**src/rtl/serial_adder_seq.sv**
```systemverilog
// Bit-serial adder: one full-adder cell evaluated LSB first, one bit per clock,
// with a valid/ready operand port and a held result port.
module serial_adder_seq #(
  parameter int unsigned WIDTH = 8,
  parameter int unsigned CNT_W = 5
) (
  input  logic             CK,
  input  logic             RSTn,
  input  logic             in_valid,
  output logic             in_ready,
  input  logic [WIDTH-1:0] a,
  input  logic [WIDTH-1:0] b,
  input  logic             cin,
  input  logic             flush,
  output logic             out_valid,
  input  logic             out_ready,
  output logic [WIDTH-1:0] sum,
  output logic             cout,
  output logic             ovf,
  output logic             busy
);

  typedef enum logic [1:0] {IDLE, RUN, DONE} state_t;

  state_t             state, state_nxt;
  logic [WIDTH-1:0]   a_sh, b_sh, sum_sh;
  logic [CNT_W-1:0]   cnt;
  logic               carry;
  logic               c_msb_in;
  logic               fa_s, fa_co;
  logic               last_bit;

  assign fa_s     = a_sh[0] ^ b_sh[0] ^ carry;
  assign fa_co    = (a_sh[0] & b_sh[0]) | (a_sh[0] & carry) | (b_sh[0] & carry);
  assign last_bit = (cnt == CNT_W'(WIDTH - 1));

  always_ff @(posedge CK or negedge RSTn) begin
    if (!RSTn) state <= IDLE;
    else       state <= state_nxt;
  end

  always_comb begin
    state_nxt = state;
    in_ready  = 1'b0;
    out_valid = 1'b0;
    busy      = 1'b0;
    case (state)
      IDLE: begin
        in_ready = 1'b1;
        if (in_valid) state_nxt = RUN;
      end
      RUN: begin
        busy = 1'b1;
        if (flush)         state_nxt = IDLE;
        else if (last_bit) state_nxt = DONE;
      end
      DONE: begin
        busy      = 1'b1;
        out_valid = 1'b1;
        if (flush || out_ready) state_nxt = IDLE;
      end
      default: state_nxt = IDLE;
    endcase
  end

  // Flush discards the partial/unclaimed result; a normal handshake leaves it visible.
  always_ff @(posedge CK or negedge RSTn) begin
    if (!RSTn) begin
      a_sh     <= '0;
      b_sh     <= '0;
      sum_sh   <= '0;
      cnt      <= '0;
      carry    <= 1'b0;
      c_msb_in <= 1'b0;
    end else begin
      case (state)
        IDLE: begin
          if (in_valid) begin
            a_sh     <= a;
            b_sh     <= b;
            carry    <= cin;
            cnt      <= '0;
            sum_sh   <= '0;
            c_msb_in <= 1'b0;
          end
        end
        RUN: begin
          if (flush) begin
            sum_sh   <= '0;
            carry    <= 1'b0;
            c_msb_in <= 1'b0;
            cnt      <= '0;
          end else begin
            sum_sh <= {fa_s, sum_sh[WIDTH-1:1]};
            a_sh   <= a_sh >> 1;
            b_sh   <= b_sh >> 1;
            carry  <= fa_co;
            if (last_bit) c_msb_in <= carry;
            else          cnt      <= cnt + CNT_W'(1);
          end
        end
        DONE: begin
          if (flush) begin
            sum_sh   <= '0;
            carry    <= 1'b0;
            c_msb_in <= 1'b0;
          end
        end
        default: ;
      endcase
    end
  end

  assign sum  = sum_sh;
  assign cout = carry;
  assign ovf  = c_msb_in ^ carry;

endmodule
```
**config.mk**
```make
export PLATFORM = sky130hd
export DESIGN_NAME = serial_adder_seq
export DESIGN_NICKNAME = d
export VERILOG_FILES = /design/src/rtl/serial_adder_seq.sv
export SDC_FILE = /design/constraint.sdc
export NUM_CORES = 1
export LEC_CHECK = 0
export BUFFER_PORTS_ARGS = -buffer_cell sky130_fd_sc_hd__buf_2
export CAP_MARGIN = 5
export CORE_ASPECT_RATIO = 1.2
export CORE_UTILIZATION = 53
export CTS_CLUSTER_DIAMETER = 100
export DETAILED_ROUTE_END_ITERATION = 10
export GPL_ROUTABILITY_DRIVEN = 0
export PLACE_DENSITY_LB_ADDON = 0.05
export SETUP_SLACK_MARGIN = 0.2
export SLEW_MARGIN = 20
export SYNTH_ARGS = -nofsm -noshare
export SYNTH_HDL_FRONTEND = slang
export SYNTH_SLANG_ARGS = --single-unit
```
**constraint.sdc**
```tcl
create_clock -name CK -period 2.2 [get_ports CK]
set_input_delay 0 -clock CK [delete_from_list [all_inputs] [get_ports CK]]
set_output_delay 0 -clock CK [all_outputs]
set_load 0.03 [all_outputs]
```
==> impl_metrics.json <==
{
  "seq_power_share_pct": 35.6,
  "clock_skew_ns": 0.00589,
  "crit_type": "flip-flop to flip-flop",
  "grt_overflow_total": 0,
  "synthFlopType": "dfrtp_1",
  "vias_per_cell": 5.22,
  "cts_tree": "built",
  "slowest_stage": "mux2i_2",
  "htreeDepth": 2,
  "die-area_um2": 3640,
  "postCtsSetupBuffers": 0,
  "drt_iter0_markers": 17,
  "grt_use_total_pct": 19.4,
  "sw_frac_of_total_pct": 33.7,
  "synth_area_per_cell_um2": 12.4,
  "num_antenna_cells": 0,
  "grt_max_degree": 34,
  "cts-resized-gates": 0,
  "num_vias": 1170,
  "port-buffer-count": 34,
  "post-synth-top-area-cell": "dfrtp_1",
  "fin_crit_ns": 1.83,
  "hpwl_mm": 2.23,
  "die_w_um": 55.3,
  "firstDrtPassIters": 4,
  "drive_gt1_share_pct": 42.0,
  "clkSinkCount": 33,
  "critical_path.max_stage_delay_ns": 0.48,
  "ctsLongestPathBuffers": 2,
  "synth.net_count": 175,
  "die_h_um": 65.9,
  "clk_latency_ns": 0.33,
  "synth.top_cells.by_area": "dfrtp_1 46%, mux2_2 14%, mux2_4 6.7%, mux2i_1 4.4%, ha_1 4.2%",
  "ir_drop_mv": 1.15,
  "syn_area_um2": 1810,
  "routed_wl_mm": 3.13,
  "wl_met2_mm": 1.56,
  "io_pins": 35,
  "slew_viol_final": 0,
  "startpoint_type": "flip-flop",
  "synth_top_area_share_pct": 45.7,
  "clk_pin_slew_ns": 0.10,
  "coreArea_um2": 3170,
  "synth-edff-count": 0,
  "crit_fanout": 8,
  "setup.worst_path.end_class": "flip-flop",
  "syn_inst": 146,
  "grt_setup_unrepaired": "no",
  "status": "finished clean",
  "final.period_utilization_pct": 83.0,
  "path_delay_family": "multiplexers",
  "start_util_pct": 57.0,
  "clock.fmax_mhz": 548,
  "synth_seq_cells": 33,
  "antenna_found_initial": 0,
  "place_ws_ns": 0.378,
  "hold_viol": 0,
  "powerDensity_nw_per_um2": 1260,
  "drt-met1-wl_mm": 1.37,
  "worst_slew_pin_slew_ns": 0.710,
  "dr_wl_met3_um": 126,
  "area.growth.synth_to_final_pct": 15.7,
  "cts_buffers": 5,
  "intPower_mw": 1.75,
  "p_comb_share_pct": 46.4,
  "arrival_ns": 2.05,
  "critPathRequiredTime_ns": 2.43,
  "crit_buf_inv": 1,
  "ant_nets": 0,
  "finalWorstSetupSlack_ns": 0.374,
  "synthArstFlopShare_pct": 100,
  "setup_tns_ns": 0,
  "p_leak_nw": 1.05,
  "grt_pass1_vias": 1201,
  "power_switching_mw": 0.889,
  "setup_viol": 0,
  "fin_nets": 216,
  "clk_root_buffer_cell": "clkbuf_4",
  "yosysWarnings": 0,
  "drc": 0,
  "maxCapViolCount": 0,
  "clock_power_share_pct": 18.0,
  "max_slew_margin_pct": 52.7,
  "hold_class": "primary input to flip-flop",
  "synth.distinct_cells": 35,
  "wire_per_inst_um": 14.0,
  "topRoutingLayerUsed": "met4",
  "rows": 22,
  "ys_seq_area_share_pct": 45.7,
  "grt_pass1_wl_mm": 5.40,
  "hold_buffers": 3,
  "cp_cell_sequence": "inv_1 -> ha_1 -> mux2i_2 -> nor3_1 -> mux2_2"
}
final timing paths:
path	cells past startpoint	to	slack (ns)	start
min	3	a_sh[2]	0.02	a[2]
min reg2reg	1	b_sh[6]	0.51	b_sh[6]
max	5	cnt[0]	0.37	state[0]
min in group asynchronous	2	cnt[2]	0.24	RSTn
max in group asynchronous	2	b_sh[2]	1.50	RSTn
max reg2reg	5	cnt[0]	0.37	state[0]
tightest hold or removal path, delay by kind of cell:
kind	cells	cell delay, ns
buffers and inverters	1	0.07
multiplexers	2	0.26
metrics by stage:
stage	util, %	area, µm²	hold slack, ns	power, mW	std cells
detailed placement	62.3	1970	0.109	2.18	213
floorplan	-	1810	-0.296	2.02	146
finish	66.0	2090	0.0188	2.64	224
global route	66.0	2090	0.0103	2.82	224
global placement	62.3	1970	0.0926	2.13	213
CTS	66.0	2090	0.00569	2.67	224
cell usage after synthesis (2+ instances only):
cell	count
dfrtp_1	33
mux2_2	23
inv_1	15
nand2_1	11
mux2_4	8
mux2i_1	8
ha_1	6
buf_6	4
nand3_1	4
o2bb2ai_1	3
a21oi_1	2
a22o_1	2
and3_1	2
nand2b_1	2
nor2_1	2
o211ai_1	2
cell usage in the layout, fill, tap and decap left out, drive strengths merged, types with 3 or more instances in the layout:
| master | n |
|---|---|
| nand2b | 3 |
| buf | 37 |
| clkbuf | 7 |
| mux2i | 9 |
| nand2 | 11 |
| o2bb2ai | 3 |
| dlygate4sd3 | 3 |
| ha | 6 |
| mux2 | 31 |
| nand3 | 4 |
| inv | 15 |
| dfrtp | 33 |
power by group through the flow:
stage / clock [mW] / combinational, mW / sequential [mW]
finish: 0.474 / 1.22 / 0.939
global route: 0.513 / 1.33 / 0.970
CTS: 0.491 / 1.24 / 0.943
detailed placement: 0 / 1.23 / 0.956
global placement: 0 / 1.19 / 0.938
floorplan: 0 / 1.07 / 0.953
per-layer routing:
| layer | vias up | track usage, % |
|---|---|---|
| li1 | 589 | - |
| met1 | 546 | 23.0 |
| met2 | 26 | 33.0 |
| met3 | 9 | 5.09 |
| met4 | 0 | 9.38 |
| met5 | - | 0 |
final cells by class:
| type | count | area [µm²] |
|---|---|---|
| Fill cell | 264 | 1080 |
| Sequential cell | 33 | 826 |
| Clock buffer | 7 | 55.1 |
| Timing Repair Buffer | 40 | 223 |
| Clock inverter | 1 | 30.0 |
| Multi-Input combinational cell | 92 | 853 |
| Tap cell | 36 | 45.0 |
| Inverter | 15 | 56.3 |
flip-flops by register name, indices dropped and copies added, names as in the netlist:
| signal | cells |
|---|---|
| state | 2 |
| sum | 8 |
| cout | 1 |
| cnt | 5 |
| c_msb_in | 1 |
| b_sh | 8 |
| a_sh | 8 |
logic make-up after synthesis:
logic type | after synthesis | synth area share [%]
adders and majority gates | 7 | 5.27
buffers and inverters | 21 | 7.00
muxes | 40 | 26.2
xor gates and xnor gates | 1 | 0.485
and+or+nand+nor | 27 | 7.83
DFF | 33 | 45.7
AOI/OAI and AO/OA | 17 | 7.48
Note: power is estimated with default switching activity, not from simulation.
